===== config.mk =====
export PLATFORM = sky130hd
export DESIGN_NAME = pixel_row_assembler_flat
export DESIGN_NICKNAME = d
export VERILOG_FILES = /design/src/rtl/pixel_row_assembler_pkg.sv /design/src/rtl/pixel_row_assembler_if.sv /design/src/rtl/pixel_row_assembler_collector.sv /design/src/rtl/pixel_row_assembler.sv /design/src/flat_wrapper.sv
export SDC_FILE = /design/constraint.sdc
export NUM_CORES = 1
export LEC_CHECK = 0
export CORE_UTILIZATION = 55
export DETAILED_ROUTE_END_ITERATION = 10
export HOLD_SLACK_MARGIN = 0.15
export PLACE_DENSITY = 0.81
export SYNTH_ARGS = -nofsm -noshare
export SYNTH_HDL_FRONTEND = slang
export SYNTH_SLANG_ARGS = --single-unit

===== constraint.sdc =====
create_clock -name Clock -period 2.4 [get_ports Clock]
set_input_delay 0.24 -clock Clock [delete_from_list [all_inputs] [get_ports Clock]]
set_output_delay 0.24 -clock Clock [all_outputs]
set_load 0.05 [all_outputs]

===== src/rtl/pixel_row_assembler_pkg.sv =====
// ---------------------------------------------------------------------------
// pixel_row_assembler_pkg
// Shared constants for the pixel row assembler: frame geometry defaults,
// FSM state encoding and a column-counter width helper.
// ---------------------------------------------------------------------------
package pixel_row_assembler_pkg;

   // Default frame geometry: 28x28 binary image, 5-bit row index.
   localparam int unsigned DEF_NR_OF_BITS     = 28;
   localparam int unsigned DEF_NR_OF_ROWS     = 28;
   localparam int unsigned DEF_ROW_ADDR_BITS  = 5;

   // FSM state encoding.
   localparam logic [1:0] IDLE    = 2'd0;
   localparam logic [1:0] COLLECT = 2'd1;
   localparam logic [1:0] WRITE   = 2'd2;
   localparam logic [1:0] DONE    = 2'd3;

   // Width of a counter that indexes 0..bits-1 (at least one bit).
   function automatic int unsigned col_width(input int unsigned bits);
      return (bits > 1) ? $clog2(bits) : 1;
   endfunction

endpackage : pixel_row_assembler_pkg


===== src/rtl/pixel_row_assembler_if.sv =====
// ---------------------------------------------------------------------------
// pixel_row_assembler_if
// Pixel stream handshake plus row-register-file write port.
//   FrameStart  : begin / restart frame capture        (source -> assembler)
//   PixelValid  : PixelData is valid                   (source -> assembler)
//   PixelData   : pixel value, 1 = ink                 (source -> assembler)
//   PixelReady  : assembler accepts a pixel this cycle (assembler -> source)
//   RowData     : assembled row, downstream D          (assembler -> sink)
//   RowWe       : row write strobe, downstream CE      (assembler -> sink)
//   RowAddr     : index of the row being written       (assembler -> sink)
//   Busy        : frame capture in progress            (assembler -> sink)
//   FrameDone   : one-cycle frame-complete flag        (assembler -> sink)
// The master modport is the pixel source / observer, slave is the assembler.
// ---------------------------------------------------------------------------
interface pixel_row_assembler_if
   import pixel_row_assembler_pkg::*;
#(
   parameter int unsigned NrOfBits    = DEF_NR_OF_BITS,
   parameter int unsigned RowAddrBits = DEF_ROW_ADDR_BITS
) ();

   logic                   FrameStart;
   logic                   PixelValid;
   logic                   PixelData;
   logic                   PixelReady;
   logic [NrOfBits-1:0]    RowData;
   logic                   RowWe;
   logic [RowAddrBits-1:0] RowAddr;
   logic                   Busy;
   logic                   FrameDone;

   modport master (
      output FrameStart,
      output PixelValid,
      output PixelData,
      input  PixelReady,
      input  RowData,
      input  RowWe,
      input  RowAddr,
      input  Busy,
      input  FrameDone
   );

   modport slave (
      input  FrameStart,
      input  PixelValid,
      input  PixelData,
      output PixelReady,
      output RowData,
      output RowWe,
      output RowAddr,
      output Busy,
      output FrameDone
   );

endinterface : pixel_row_assembler_if


===== src/rtl/pixel_row_assembler_collector.sv =====
// ---------------------------------------------------------------------------
// row_shift_collector
// Column counter plus NrOfBits-wide position register. Each loaded pixel is
// written at bit NrOfBits-1-col, so the first pixel of a row ends in the MSB.
//   clk, rst   : clock, asynchronous active-high reset
//   en         : global clock enable (Tick); nothing changes while low
//   clear      : zero row and column (wins over load)
//   load       : store pixel at the current column and advance
//   pixel      : pixel value
//   row_data   : assembled row (registered)
//   last_pixel : column counter sits on the last column (registered)
// ---------------------------------------------------------------------------
module row_shift_collector
   import pixel_row_assembler_pkg::*;
#(
   parameter int unsigned NrOfBits = DEF_NR_OF_BITS
) (
   input  logic                clk,
   input  logic                rst,
   input  logic                en,
   input  logic                clear,
   input  logic                load,
   input  logic                pixel,
   output logic [NrOfBits-1:0] row_data,
   output logic                last_pixel
);

   localparam int unsigned ColW    = col_width(NrOfBits);
   localparam logic [ColW-1:0] LastCol = ColW'(NrOfBits - 1);
   // A one-column row is always on its last column.
   localparam logic        SingleCol = (NrOfBits == 1);

   logic [ColW-1:0] col;

   // Column counter and position register.
   always_ff @(posedge clk or posedge rst) begin
      if (rst) begin
         col        <= '0;
         row_data   <= '0;
         last_pixel <= SingleCol;
      end else if (en) begin
         if (clear) begin
            col        <= '0;
            row_data   <= '0;
            last_pixel <= SingleCol;
         end else if (load) begin
            for (int unsigned i = 0; i < NrOfBits; i++) begin
               if (col == ColW'(NrOfBits - 1 - i)) begin
                  row_data[i] <= pixel;
               end
            end
            if (last_pixel) begin
               col        <= '0;
               last_pixel <= SingleCol;
            end else begin
               col        <= col + ColW'(1);
               last_pixel <= ((col + ColW'(1)) == LastCol);
            end
         end
      end
   end

endmodule : row_shift_collector


===== src/rtl/pixel_row_assembler.sv =====
// ---------------------------------------------------------------------------
// pixel_row_assembler
// Serial-to-parallel front end of the image buffer: collects a binary pixel
// stream into NrOfBits-wide rows, writes each row into the downstream row
// register file (one register per row, selected by RowAddr) and flags frame
// completion after NrOfRows rows.
//   Clock : system clock, rising edge
//   Reset : asynchronous, active-high
//   Tick  : global clock enable; state advances only on Tick edges
//   bus   : pixel handshake and row write port (slave modport)
// ---------------------------------------------------------------------------
module pixel_row_assembler
   import pixel_row_assembler_pkg::*;
#(
   parameter int unsigned NrOfBits    = DEF_NR_OF_BITS,
   parameter int unsigned NrOfRows    = DEF_NR_OF_ROWS,
   parameter int unsigned RowAddrBits = DEF_ROW_ADDR_BITS
) (
   input  logic                  Clock,
   input  logic                  Reset,
   input  logic                  Tick,
   pixel_row_assembler_if.slave  bus
);

   localparam logic [RowAddrBits-1:0] LastRow = RowAddrBits'(NrOfRows - 1);

   logic [1:0]             state;
   logic [1:0]             next_state;
   logic [RowAddrBits-1:0] row_addr;
   logic [RowAddrBits-1:0] next_addr;

   logic                   pixel_ready;
   logic                   row_we;
   logic                   busy;
   logic                   frame_done;
   logic                   next_pixel_ready;
   logic                   next_row_we;
   logic                   next_busy;
   logic                   next_frame_done;

   logic                   clear_c;
   logic                   load_c;
   logic                   last_pixel;
   logic [NrOfBits-1:0]    row_data;

   // Row data path: column counter and position register.
   row_shift_collector #(
      .NrOfBits (NrOfBits)
   ) u_collector (
      .clk        (Clock),
      .rst        (Reset),
      .en         (Tick),
      .clear      (clear_c),
      .load       (load_c),
      .pixel      (bus.PixelData),
      .row_data   (row_data),
      .last_pixel (last_pixel)
   );

   // Next-state, row address and collector control.
   always_comb begin
      next_state = state;
      next_addr  = row_addr;
      clear_c    = 1'b0;
      load_c     = 1'b0;

      if (bus.FrameStart) begin
         // Start or abort: clean restart, any pixel offered now is dropped.
         next_state = COLLECT;
         next_addr  = '0;
         clear_c    = 1'b1;
      end else begin
         case (state)
            IDLE: begin
               next_state = IDLE;
            end
            COLLECT: begin
               if (bus.PixelValid) begin
                  load_c = 1'b1;
                  if (last_pixel) begin
                     next_state = WRITE;
                  end
               end
            end
            WRITE: begin
               // RowWe is high for exactly this one Tick edge.
               if (row_addr == LastRow) begin
                  next_state = DONE;
               end else begin
                  next_state = COLLECT;
                  next_addr  = row_addr + RowAddrBits'(1);
                  clear_c    = 1'b1;
               end
            end
            DONE: begin
               next_state = IDLE;
            end
            default: begin
               next_state = IDLE;
            end
         endcase
      end

      // Moore outputs, registered alongside the state.
      next_pixel_ready = (next_state == COLLECT);
      next_row_we      = (next_state == WRITE);
      next_busy        = (next_state == COLLECT) || (next_state == WRITE);
      next_frame_done  = (next_state == DONE);
   end

   // State, row address and output registers.
   always_ff @(posedge Clock or posedge Reset) begin
      if (Reset) begin
         state       <= IDLE;
         row_addr    <= '0;
         pixel_ready <= 1'b0;
         row_we      <= 1'b0;
         busy        <= 1'b0;
         frame_done  <= 1'b0;
      end else if (Tick) begin
         state       <= next_state;
         row_addr    <= next_addr;
         pixel_ready <= next_pixel_ready;
         row_we      <= next_row_we;
         busy        <= next_busy;
         frame_done  <= next_frame_done;
      end
   end

   assign bus.PixelReady = pixel_ready;
   assign bus.RowData    = row_data;
   assign bus.RowWe      = row_we;
   assign bus.RowAddr    = row_addr;
   assign bus.Busy       = busy;
   assign bus.FrameDone  = frame_done;

endmodule : pixel_row_assembler


===== src/flat_wrapper.sv =====
// flat-port wrapper written by rule: the top's interface ports become plain ports
module pixel_row_assembler_flat import pixel_row_assembler_pkg::*;
#(
   parameter int unsigned NrOfBits    = DEF_NR_OF_BITS,
   parameter int unsigned NrOfRows    = DEF_NR_OF_ROWS,
   parameter int unsigned RowAddrBits = DEF_ROW_ADDR_BITS
)
  (Clock, Reset, Tick, bus_FrameStart, bus_PixelValid, bus_PixelData, bus_PixelReady, bus_RowData, bus_RowWe, bus_RowAddr, bus_Busy, bus_FrameDone);
  pixel_row_assembler_if #(.NrOfBits(NrOfBits), .RowAddrBits(RowAddrBits)) bus_i ();
  input  logic Clock;
  input  logic Reset;
  input  logic Tick;
  input wire logic [$bits(bus_i.FrameStart)-1:0] bus_FrameStart;
  input wire logic [$bits(bus_i.PixelValid)-1:0] bus_PixelValid;
  input wire logic [$bits(bus_i.PixelData)-1:0] bus_PixelData;
  output wire logic [$bits(bus_i.PixelReady)-1:0] bus_PixelReady;
  output wire logic [$bits(bus_i.RowData)-1:0] bus_RowData;
  output wire logic [$bits(bus_i.RowWe)-1:0] bus_RowWe;
  output wire logic [$bits(bus_i.RowAddr)-1:0] bus_RowAddr;
  output wire logic [$bits(bus_i.Busy)-1:0] bus_Busy;
  output wire logic [$bits(bus_i.FrameDone)-1:0] bus_FrameDone;
  assign bus_i.FrameStart = bus_FrameStart;
  assign bus_i.PixelValid = bus_PixelValid;
  assign bus_i.PixelData = bus_PixelData;
  assign bus_PixelReady = bus_i.PixelReady;
  assign bus_RowData = bus_i.RowData;
  assign bus_RowWe = bus_i.RowWe;
  assign bus_RowAddr = bus_i.RowAddr;
  assign bus_Busy = bus_i.Busy;
  assign bus_FrameDone = bus_i.FrameDone;
  pixel_row_assembler #(.NrOfBits(NrOfBits), .NrOfRows(NrOfRows), .RowAddrBits(RowAddrBits)) u_core (.Clock(Clock), .Reset(Reset), .Tick(Tick), .bus(bus_i));
endmodule

==> results of run 1 <==
## through the flow
step | setup WS (ns) | std cells
finish | 0.3164 | 423
global route | 0.2056 | 423
CTS | 0.3313 | 423
detailed placement | 0.3088 | 415
global placement | 0.3695 | 415
floorplan | 0.2190 | 323
## per-layer routing
metal / vias up / track usage (%) / wire (um)
met4: 0 / 13.00 / 138
met1: 1244 / 39.07 / 3136
met5: - / 0 / 0
li1: 1237 / - / -
met3: 15 / 4.953 / 541
met2: 103 / 43.14 / 3402
## layout make-up
class / count / area, um2 / area share, %
clock buffers: 6 / 82.58 / 2.367
clock inverters: 2 / 37.54 / 1.076
inverters: 39 / 146.4 / 4.197
multi-input cells: 210 / 1508 / 43.22
flip-flops and latches: 45 / 1126 / 32.28
well taps: 70 / 87.58 / 2.511
repair buffers: 51 / 500.5 / 14.35
## sequential cells by signal (all words and copies together), names as in the netlist
signal	flops
u_core.bus.FrameDone	1
u_core.u_collector.col	5
u_core.u_collector.row_data	28
u_core.u_collector.last_pixel	1
u_core.state	2
u_core.bus.PixelReady	1
u_core.bus.Busy	1
u_core.bus.RowWe	1
u_core.bus.RowAddr	5
## critical path, cell delays in order (launching register included)
cell	delay, ns
dfrtp_1	0.43
ha_1	0.21
and4b_4	0.42
a22oi_1	0.17
or2_2	0.31
ha_1	0.17
mux2_2	0.26
## how the worst max path moves through the flow
stage / start / end / slack [ns] / cells after the start
4_1_cts: u_core.bus.RowAddr[1] / u_core.bus.PixelReady / 0.33 / 6
3_5_place_dp: Tick / u_core.u_collector.col[4] / 0.31 / 5
2_1_floorplan: u_core.bus.RowAddr[1] / u_core.bus.PixelReady / 0.22 / 7
6_report: u_core.bus.RowAddr[0] / u_core.bus.PixelReady / 0.32 / 6
3_3_place_gp: u_core.bus.RowAddr[0] / u_core.bus.PixelReady / 0.37 / 6
5_1_grt: u_core.bus.RowAddr[0] / u_core.bus.PixelReady / 0.21 / 6
## Yosys cell counts (2+ instances only)
master and number:
buf_1 2, or4_1 3, and4b_1 4, and3b_1 4, o41ai_1 3, mux2_2 3, nor2_1 4, or2_2 4
or3_1 2, nand2b_1 11, buf_2 12, nand4_1 3, xnor2_1 2, nor2b_1 30, o22ai_1 2, nor3b_1 4
o21ai_0 4, mux2i_1 4, dfrtp_1 45, inv_1 39, clkbuf_1 13, a21oi_1 2, o221ai_1 27, nor3_1 2
nand3b_1 2, o211ai_1 30, nand3_1 29, a21boi_0 2, nand2_1 9, ha_1 9
## where the power goes
group          total [mW]  leakage (nW)  internal, mW  switching (mW)
logic                1.25         0.744         0.451           0.803
registers            1.04         0.572         0.909           0.126
clock network       0.602        0.0574         0.339           0.263
total                2.89          1.37          1.70            1.19
## logic make-up after synthesis
logic type	Yosys count	share of synthesized area [%]
fa+ha+maj	9	3.866
xor+xnor	2	0.6015
flops	45	38.66
simple gates	115	23.84
compound gates	77	20.92
mux	7	2.534
buf+inv	68	9.579
==> qor.json, run 1 <==
{
  "status": "complete, no violations",
  "cell_area_after_layout_um2": 3488,
  "worst-r2r-setup-slack_ns": 0.32,
  "vias": 2599,
  "critical_path_data_arrival_time_ns": 2.27,
  "remaining_drc_errors": 0,
  "area.growth.synth_to_final_pct": 19.76,
  "drtAntennaViolNets": 0,
  "drt-initial-drc-count": 279,
  "drtPass1Iterations": 4,
  "grt_setup_unrepaired": "no",
  "cts-resized-gates": 0,
  "initial_core_util_pct": 57.03,
  "fp.dieArea_um2": 5591,
  "dp_hpwl_um": 4765,
  "routed_wire_length_per_instance_um": 17.07,
  "fp.dieW_um": 74.78,
  "cts_tree": "built",
  "chipHeight_um": 74.78,
  "grt_start_max_net_pins": 32,
  "seq_area_frac_synth_pct": 38.66,
  "worst_setup_path_start_kind": "flop",
  "synth_area_leaders": "dfrtp_1 (39%), o221ai_1 (8.1%), o211ai_1 (7.7%)",
  "tritoncts_num_sinks": 45,
  "clk_pin_slew_ns": 0.09,
  "finalWirelength_um": 7219,
  "min_path_type": "in -> async",
  "power_density_nw_per_um2": 828.9,
  "leakagePower_nw": 1.374,
  "source_of_the_worst_register_to_register_timing_path": "u_core.bus.RowAddr[0]",
  "fin_setup_tns_ns": 0,
  "syn-instance-count": 323,
  "ys_types": 43,
  "timing.setup.critical_path_class": "reg -> reg",
  "overall_fraction_of_global_route_tracks_in_use_pct": 28.23,
  "design.core.area_um2": 5107,
  "worst-slew-pin-transition_ns": 0.8673,
  "final_net_count": 367,
  "final.min_clock_period_ns": 2.084,
  "hold_fix_buffers_at_cts": 0,
  "fin_util_pct": 68.30,
  "cts_setup_buffers": 0,
  "synthArstFlopShare_pct": 100.0,
  "cts-root-buf": "clkbuf_8",
  "layout_commonest_cell": "dfrtp_1",
  "rr_endpoint": "u_core.bus.PixelReady",
  "post_drt_via_cell_ratio": 6.144,
  "clock.fmax_mhz": 479.9,
  "fin_crit_sh_pct": 86.82,
  "antenna_violations_before_repair": 0,
  "finClkSkew_ns": 0.01278,
  "insertion_delay_ns": 0.30,
  "main_flop_type_after_synthesis": "dfrtp_1",
  "placement_rows": 26,
  "ys_ff_latch": 45,
  "ir_drop_v": 0.0005742,
  "yosysWarningCount": 0,
  "critPathCaptureType": "flop",
  "grt_first_pass_wirelength_um": 11850,
  "first_global_vias": 2422,
  "crit_fanout": 20,
  "r2r_cells": 6,
  "synth_top_area_share_pct": 38.66,
  "timing.final.setup_violations": 0,
  "critPathRequiredTime_ns": 2.58,
  "n_antenna_cell": 0,
  "post_synthesis_instance_area_um2": 2913,
  "cts_inserted_buffers": 5,
  "post-layout-total-power_mw": 2.891,
  "detailed_place.area_um2": 3368,
  "layout.filler_cells": 408,
  "share_of_final_layout_standard_cells_stronger_than_drive_strength_1_pct": 7.365,
  "synth_edf_count": 0,
  "final.hold.worst_slack_ns": 0.3109,
  "drv.max_cap_violation_count": 0,
  "netlist.top_cell.by_area": "dfrtp_1",
  "slew_headroom_pct": 41.82,
  "num_io_pins": 43,
  "io_buffers": 42,
  "mappedNetlistNets": 338,
  "htree_levels": 2,
  "finalHoldViolCount": 0,
  "final-max-slew-violation-count": 0,
  "layout_common_cells": "dfrtp_1 (45), clkdlybuf4s50_1 (42), inv_1 (38)",
  "cts_max_path_bufs": 2,
  "syn_area_per_cell_um2": 9.018,
  "grt.overflow.total": 0,
  "finalWeightedCongestion": 0.8178
}
Power figures use the tool's default switching activity.
==> run 2: changes to the inputs <==
PLACE_DENSITY = 0.85   (was 0.81)
==> qor.json, run 2 (same netlist as run 1, synthesis figures left out) <==
{
  "finClkSkew": {"value": 0.007572, "unit": "ns", "change": "was 0.01278 ns"},
  "cts_max_path_bufs": {"value": 2, "change": "unchanged"},
  "crit_fanout": {"value": 18, "change": "was 20"},
  "final_net_count": {"value": 365, "change": "was 367"},
  "finalHoldViolCount": {"value": 0, "change": "unchanged"},
  "io_buffers": {"value": 42, "change": "unchanged"},
  "worst_setup_path_start_kind": {"value": "flop", "change": "unchanged"},
  "share_of_final_layout_standard_cells_stronger_than_drive_strength_1": {"value": 6.838, "unit": "%", "change": "was 7.365%"},
  "fp.dieW": {"value": 74.78, "unit": "um", "change": "unchanged"},
  "grt_start_max_net_pins": {"value": 46, "change": "was 32"},
  "insertion_delay": {"value": 0.31, "unit": "ns", "change": "was 0.30 ns"},
  "finalWirelength": {"value": 7372, "unit": "um", "change": "was 7219 um"},
  "fin_util": {"value": 67.39, "unit": "%", "change": "was 68.30%"},
  "drtPass1Iterations": {"value": 5, "change": "was 4"},
  "largest_register_ffs": {"value": 28, "change": "unchanged"},
  "overall_fraction_of_global_route_tracks_in_use": {"value": 28.01, "unit": "%", "change": "was 28.23%"},
  "worst-r2r-setup-slack": {"value": 0.33, "unit": "ns", "change": "was 0.32 ns"},
  "clk_pin_slew": {"value": 0.08, "unit": "ns", "change": "was 0.09 ns"},
  "finalWeightedCongestion": {"value": 0.8493, "change": "was 0.8178"},
  "fin_crit_sh": {"value": 86.18, "unit": "%", "change": "was 86.82%"},
  "routed_wire_length_per_instance": {"value": 17.51, "unit": "um", "change": "was 17.07 um"},
  "leakagePower": {"value": 1.356, "unit": "nW", "change": "was 1.374 nW"},
  "sequential_cell_area": {"value": 1126, "unit": "um2", "change": "unchanged"},
  "initial_core_util": {"value": 57.03, "unit": "%", "change": "unchanged"},
  "area.growth.synth_to_final": {"value": 18.17, "unit": "%", "change": "was 19.76%"},
  "worstPathCellList": {"value": "ha_1, and4b_4, a22oi_1, or2_2, ha_1, mux2_2", "change": "unchanged"},
  "dp_hpwl": {"value": 4829, "unit": "um", "change": "was 4765 um"},
  "final.hold.worst_slack": {"value": 0.3735, "unit": "ns", "change": "was 0.3109 ns"},
  "path_common_cell": {"value": "ha_1", "change": "unchanged"},
  "max_flop_register": {"value": "u_core.u_collector.row_data", "change": "unchanged"},
  "critical_path_data_arrival_time": {"value": 2.26, "unit": "ns", "change": "was 2.27 ns"},
  "remaining_drc_errors": {"value": 0, "change": "unchanged"},
  "worst-slew-pin-transition": {"value": 0.5844, "unit": "ns", "change": "was 0.8673 ns"},
  "placed_cells": {"value": 413, "change": "was 415"},
  "timing.setup.critical_path_class": {"value": "reg -> reg", "change": "unchanged"},
  "switchingPower": {"value": 1.198, "unit": "mW", "change": "was 1.193 mW"},
  "place_worst_setup_slack": {"value": 0.3642, "unit": "ns", "change": "was 0.3088 ns"},
  "cell_area_after_layout": {"value": 3442, "unit": "um2", "change": "was 3488 um2"},
  "vias": {"value": 2621, "change": "was 2599"},
  "rr_endpoint": {"value": "u_core.bus.PixelReady", "change": "unchanged"},
  "drtAntennaViolNets": {"value": 0, "change": "unchanged"},
  "detailed_place.area": {"value": 3341, "unit": "um2", "change": "was 3368 um2"},
  "switching_share": {"value": 42.57, "unit": "%", "change": "was 41.25%"},
  "slowest_stage": {"value": "dfrtp_1", "change": "unchanged"},
  "fp.dieArea": {"value": 5591, "unit": "um2", "change": "unchanged"},
  "status": {"value": "complete, no violations", "change": "unchanged"},
  "source_of_the_worst_register_to_register_timing_path": {"value": "u_core.bus.RowAddr[0]", "change": "unchanged"},
  "p_int": {"value": 1.616, "unit": "mW", "change": "was 1.699 mW"},
  "tritoncts_num_sinks": {"value": 45, "change": "unchanged"},
  "hold_fix_buffers_at_cts": {"value": 0, "change": "unchanged"},
  "pwr-share-seq": {"value": 36.7, "unit": "%", "change": "was 35.8%"},
  "drt-initial-drc-count": {"value": 298, "change": "was 279"},
  "post-layout-total-power": {"value": 2.814, "unit": "mW", "change": "was 2.891 mW"},
  "clock.fmax": {"value": 483.5, "unit": "MHz", "change": "was 479.9 MHz"},
  "layout_commonest_cell": {"value": "dfrtp_1", "change": "unchanged"},
  "cts-root-buf": {"value": "clkbuf_8", "change": "unchanged"},
  "grt.overflow.total": {"value": 0, "change": "unchanged"},
  "num_io_pins": {"value": 43, "change": "unchanged"},
  "critPathCaptureType": {"value": "flop", "change": "unchanged"},
  "grt_setup_unrepaired": {"value": "no", "change": "unchanged"},
  "r2r_cells": {"value": 6, "change": "unchanged"},
  "cts_setup_buffers": {"value": 0, "change": "unchanged"},
  "cts-resized-gates": {"value": 0, "change": "unchanged"},
  "drv.max_cap_violation_count": {"value": 0, "change": "unchanged"},
  "layout.cells.non_filler": {"value": 421, "change": "was 423"},
  "chipHeight": {"value": 74.78, "unit": "um", "change": "unchanged"},
  "layout_common_cells": {"value": "dfrtp_1 (45), clkdlybuf4s50_1 (42), inv_1 (38)", "change": "unchanged"},
  "fin_setup_tns": {"value": 0, "unit": "ns", "change": "unchanged"},
  "final-max-slew-violation-count": {"value": 0, "change": "unchanged"},
  "min_path_type": {"value": "in -> async", "change": "unchanged"},
  "htree_levels": {"value": 2, "change": "unchanged"},
  "first_global_vias": {"value": 2395, "change": "was 2422"},
  "antenna_violations_before_repair": {"value": 0, "change": "unchanged"},
  "n_antenna_cell": {"value": 0, "change": "unchanged"},
  "cts_tree": {"value": "built", "change": "unchanged"},
  "critPathRequiredTime": {"value": 2.59, "unit": "ns", "change": "was 2.58 ns"},
  "setup_slack": {"value": 0.3317, "unit": "ns", "change": "was 0.3164 ns"},
  "final.min_clock_period": {"value": 2.068, "unit": "ns", "change": "was 2.084 ns"},
  "design.core.area": {"value": 5107, "unit": "um2", "change": "unchanged"},
  "power.combinational.fraction": {"value": 44.7, "unit": "%", "change": "was 43.4%"},
  "ir_drop": {"value": 0.0005461, "unit": "V", "change": "was 0.0005742 V"},
  "cts_inserted_buffers": {"value": 5, "change": "unchanged"},
  "post_drt_via_cell_ratio": {"value": 6.226, "change": "was 6.144"},
  "power_density": {"value": 817.5, "unit": "nW/um2", "change": "was 828.9 nW/um2"},
  "multi_input_area": {"value": 1508, "unit": "um2", "change": "unchanged"},
  "critical-path-max-stage-delay": {"value": 0.44, "unit": "ns", "change": "was 0.43 ns"},
  "timing.final.setup_violations": {"value": 0, "change": "unchanged"},
  "clock_power_share": {"value": 18.6, "unit": "%", "change": "was 20.8%"},
  "slew_headroom": {"value": 60.96, "unit": "%", "change": "was 41.82%"},
  "placement_rows": {"value": 26, "change": "unchanged"},
  "grt_first_pass_wirelength": {"value": 11800, "unit": "um", "change": "was 11850 um"},
  "layout.filler_cells": {"value": 402, "change": "was 408"}
}
-- run 2: changes by cell type in the layout (fill, tap and decap cells not counted), sizes merged --
| cell | change |
|---|---|
| clkinv | +1 |
| buf | -2 |
| clkinvlp | -1 |
| bufinv | -1 |
| clkbuf | +1 |
-- run 2: worst max path at each step --
| stage | from | endpoint | slack (ns) | cells past startpoint |
|---|---|---|---|---|
| finish | u_core.bus.RowAddr[0] | u_core.bus.PixelReady | 0.33 | 6 |
| global route | u_core.bus.RowAddr[1] | u_core.bus.PixelReady | 0.26 | 6 |
| CTS | u_core.bus.RowAddr[0] | u_core.bus.PixelReady | 0.36 | 6 |
| detailed placement | bus_FrameStart | u_core.u_collector.row_data[15] | 0.36 | 5 |
| global placement | u_core.bus.RowAddr[0] | u_core.bus.PixelReady | 0.39 | 6 |
| floorplan | u_core.bus.RowAddr[1] | u_core.bus.PixelReady | 0.22 | 7 |
-- run 2: power groups by stage --
stage | combinational [mW] | clock, mW | sequential (mW)
floorplan | 0.363 | 0 | 1.53
CTS | 1.26 | 0.531 | 1.03
detailed placement | 1.25 | 0 | 1.05
finish | 1.26 | 0.522 | 1.03
global placement | 1.23 | 0 | 1.04
global route | 1.33 | 0.560 | 1.06
-- run 2: area by class of cell --
type / count / area share (%)
Sequential cell: 45 / 32.72
Clock buffer: 7 / 2.799
Clock inverter: 1 / 0.1454
Multi-Input combinational cell: 210 / 43.80
Tap cell: 70 / 2.545
Inverter: 39 / 4.253
Timing Repair Buffer: 49 / 13.74
-- run 2: routing by layer --
| layer | vias up | wire, um | GRT usage, % |
|---|---|---|---|
| li1 | 1228 | - | - |
| met1 | 1263 | 3266 | 38.92 |
| met2 | 115 | 3460 | 43.54 |
| met3 | 15 | 479 | 4.953 |
| met4 | 0 | 166 | 11.32 |
| met5 | - | 0 | 0 |
-- run 2: worst max-delay path, delay by kind of cell, from the launching register on --
kind,cells,cell delay (ns)
fa+ha+maj,2,0.38
flops,1,0.44
mux,1,0.26
simple gates,2,0.71
compound gates,1,0.16
==> run 3: changes to the inputs <==
CORE_ASPECT_RATIO = 0.8   (was default)
==> qor.json, run 3 (same netlist as run 1, synthesis figures left out) <==
{
  "cts_setup_buffers": {"value": 0, "change": "unchanged"},
  "setup_slack": {"value": 0.3565, "unit": "ns", "change": "was 0.3317 ns"},
  "finClkSkew": {"value": 0.006478, "unit": "ns", "change": "was 0.007572 ns"},
  "routed_wire_length_per_instance": {"value": 17.94, "unit": "um", "change": "was 17.51 um"},
  "worst-slew-pin-transition": {"value": 0.6153, "unit": "ns", "change": "was 0.5844 ns"},
  "final_net_count": {"value": 367, "change": "was 365"},
  "rr_endpoint": {"value": "u_core.bus.PixelReady", "change": "unchanged"},
  "chipHeight": {"value": 67.09, "unit": "um", "change": "was 74.78 um"},
  "post_drt_via_cell_ratio": {"value": 6.431, "change": "was 6.226"},
  "placement_rows": {"value": 23, "change": "was 26"},
  "fin_util": {"value": 68.35, "unit": "%", "change": "was 67.39%"},
  "grt_start_max_net_pins": {"value": 46, "change": "unchanged"},
  "timing.final.setup_violations": {"value": 0, "change": "unchanged"},
  "fin_setup_tns": {"value": 0, "unit": "ns", "change": "unchanged"},
  "slew_headroom": {"value": 58.89, "unit": "%", "change": "was 60.96%"},
  "ir_drop": {"value": 0.0005641, "unit": "V", "change": "was 0.0005461 V"},
  "worstPathCellList": {"value": "ha_1, and4b_4, a22oi_1, or2_2, ha_1, mux2_2", "change": "unchanged"},
  "dp_hpwl": {"value": 5013, "unit": "um", "change": "was 4829 um"},
  "area.growth.synth_to_final": {"value": 18.86, "unit": "%", "change": "was 18.17%"},
  "final.min_clock_period": {"value": 2.044, "unit": "ns", "change": "was 2.068 ns"},
  "timing.setup.critical_path_class": {"value": "reg -> reg", "change": "unchanged"},
  "cts_inserted_buffers": {"value": 5, "change": "unchanged"},
  "overall_fraction_of_global_route_tracks_in_use": {"value": 26.83, "unit": "%", "change": "was 28.01%"},
  "critPathRequiredTime": {"value": 2.60, "unit": "ns", "change": "was 2.59 ns"},
  "post-layout-total-power": {"value": 2.901, "unit": "mW", "change": "was 2.814 mW"},
  "cts_tree": {"value": "built", "change": "unchanged"},
  "slowest_stage": {"value": "dfrtp_1", "change": "unchanged"},
  "drv.max_cap_violation_count": {"value": 0, "change": "unchanged"},
  "leakagePower": {"value": 1.370, "unit": "nW", "change": "was 1.356 nW"},
  "fp.dieArea": {"value": 5593, "unit": "um2", "change": "was 5591 um2"},
  "antenna_violations_before_repair": {"value": 0, "change": "unchanged"},
  "hold_fix_buffers_at_cts": {"value": 0, "change": "unchanged"},
  "share_of_final_layout_standard_cells_stronger_than_drive_strength_1": {"value": 7.082, "unit": "%", "change": "was 6.838%"},
  "first_global_vias": {"value": 2372, "change": "was 2395"},
  "design.core.area": {"value": 5065, "unit": "um2", "change": "was 5107 um2"},
  "worst-r2r-setup-slack": {"value": 0.36, "unit": "ns", "change": "was 0.33 ns"},
  "tritoncts_num_sinks": {"value": 45, "change": "unchanged"},
  "critical-path-max-stage-delay": {"value": 0.43, "unit": "ns", "change": "was 0.44 ns"},
  "worst_setup_path_start_kind": {"value": "flop", "change": "unchanged"},
  "grt_setup_unrepaired": {"value": "no", "change": "unchanged"},
  "io_buffers": {"value": 42, "change": "unchanged"},
  "finalWeightedCongestion": {"value": 0.8253, "change": "was 0.8493"},
  "insertion_delay": {"value": 0.31, "unit": "ns", "change": "about the same"},
  "critical_path_depth": {"value": 6, "change": "unchanged"},
  "finalHoldViolCount": {"value": 0, "change": "unchanged"},
  "layout_common_cells": {"value": "dfrtp_1 (45), clkdlybuf4s50_1 (42), inv_1 (38)", "change": "unchanged"},
  "layout_commonest_cell": {"value": "dfrtp_1", "change": "unchanged"},
  "drtAntennaViolNets": {"value": 0, "change": "unchanged"},
  "fp.dieW": {"value": 83.37, "unit": "um", "change": "was 74.78 um"},
  "clk_pin_slew": {"value": 0.09, "unit": "ns", "change": "was 0.08 ns"},
  "crit_buf_inv": {"value": 0, "change": "unchanged"},
  "critPathCaptureType": {"value": "flop", "change": "unchanged"},
  "cp-startpoint": {"value": "u_core.bus.RowAddr[0]", "change": "unchanged"},
  "critical_path_data_arrival_time": {"value": 2.24, "unit": "ns", "change": "was 2.26 ns"},
  "n_antenna_cell": {"value": 0, "change": "unchanged"},
  "cell_area_after_layout": {"value": 3462, "unit": "um2", "change": "was 3442 um2"},
  "cts-resized-gates": {"value": 0, "change": "unchanged"},
  "initial_core_util": {"value": 57.51, "unit": "%", "change": "was 57.03%"},
  "clock.fmax": {"value": 489.4, "unit": "MHz", "change": "was 483.5 MHz"},
  "status": {"value": "complete, no violations", "change": "unchanged"},
  "htree_levels": {"value": 2, "change": "unchanged"},
  "source_of_the_worst_register_to_register_timing_path": {"value": "u_core.bus.RowAddr[0]", "change": "unchanged"},
  "final-max-slew-violation-count": {"value": 0, "change": "unchanged"},
  "largest_register_ffs": {"value": 28, "change": "unchanged"},
  "drtPass1Iterations": {"value": 5, "change": "unchanged"},
  "fin_crit_sh": {"value": 85.15, "unit": "%", "change": "was 86.18%"},
  "num_io_pins": {"value": 43, "change": "unchanged"},
  "crit_fanout": {"value": 21, "change": "was 18"},
  "place_worst_setup_slack": {"value": 0.3958, "unit": "ns", "change": "was 0.3642 ns"},
  "min_path_type": {"value": "in -> async", "change": "unchanged"},
  "finalWirelength": {"value": 7444, "unit": "um", "change": "was 7372 um"},
  "cts_max_path_bufs": {"value": 2, "change": "unchanged"},
  "worst_path_dominant_cell_family": {"value": "simple AND/OR/NAND/NOR gates", "change": "unchanged"},
  "vias": {"value": 2669, "change": "was 2621"},
  "max_flop_register": {"value": "u_core.u_collector.row_data", "change": "unchanged"},
  "detailed_place.area": {"value": 3346, "unit": "um2", "change": "was 3341 um2"},
  "path_common_cell": {"value": "ha_1", "change": "unchanged"},
  "drt-initial-drc-count": {"value": 289, "change": "was 298"},
  "power_density": {"value": 837.9, "unit": "nW/um2", "change": "was 817.5 nW/um2"},
  "remaining_drc_errors": {"value": 0, "change": "unchanged"},
  "grt_first_pass_wirelength": {"value": 11630, "unit": "um", "change": "was 11800 um"},
  "setup.worst_path.end": {"value": "u_core.bus.PixelReady", "change": "unchanged"},
  "cts-root-buf": {"value": "clkbuf_8", "change": "unchanged"},
  "r2r_cells": {"value": 6, "change": "unchanged"},
  "grt.overflow.total": {"value": 0, "change": "unchanged"}
}
run 3: cell count changes in the layout (fill, tap and decap cells not counted):
cell | before | now
clkinv_2 | 1 | 0
buf_4 | 7 | 9
bufinv_16 | 0 | 1
clkbuf_8 | 7 | 6
clkbuf_1 | 0 | 1
run 3: worst min-delay path by stage:
stage                                      from                              to  cells after the start
after floorplan                   bus_PixelData  u_core.u_collector.row_data[9]                      2
after global placement    u_core.bus.PixelReady           u_core.bus.PixelReady                      1
after detailed placement  u_core.bus.PixelReady           u_core.bus.PixelReady                      1
after CTS                                 Reset           u_core.bus.RowAddr[0]                      3
after global routing                      Reset           u_core.bus.RowAddr[0]                      3
final                                     Reset           u_core.bus.RowAddr[0]                      3
run 3: power breakdown:
part | leakage, nW | total (mW) | internal, mW | switching, mW
Sequential | 0.572 | 1.03 | 0.909 | 0.124
Combinational | 0.739 | 1.26 | 0.448 | 0.814
Clock | 0.0585 | 0.606 | 0.340 | 0.266
run 3: metal layers:
metal  vias up  share of wire [%]  global-route usage, %
li1       1234                  -                      -
met1      1300                 48                  38.51
met2       121                 44                  38.73
met3        14                7.0                  4.461
met4         0                1.7                  14.01
met5         -                  0                      0
run 3: through the flow:
stage / hold WS [ns] / instances
2_1_floorplan: 0.4071 / 323
3_3_place_gp: 0.4994 / 407
3_5_place_dp: 0.4949 / 407
4_1_cts: 0.4113 / 415
5_1_grt: 0.4428 / 415
6_report: 0.3771 / 415
run 3: final cells by class:
class / count / area [um2]
clock buffer: 7 / 86.33
clock inverter: 1 / 30.03
fill: 394 / 1603
inverter: 39 / 146.4
multi-input combinational: 210 / 1508
sequential: 45 / 1126
tap: 62 / 77.57
timing repair buffer: 51 / 488.0
run 3: worst min-delay path, cell delays in order:
cell and delay (ns):
clkdlybuf4s50_1 0.40, clkinv_1 0.05, buf_4 0.46
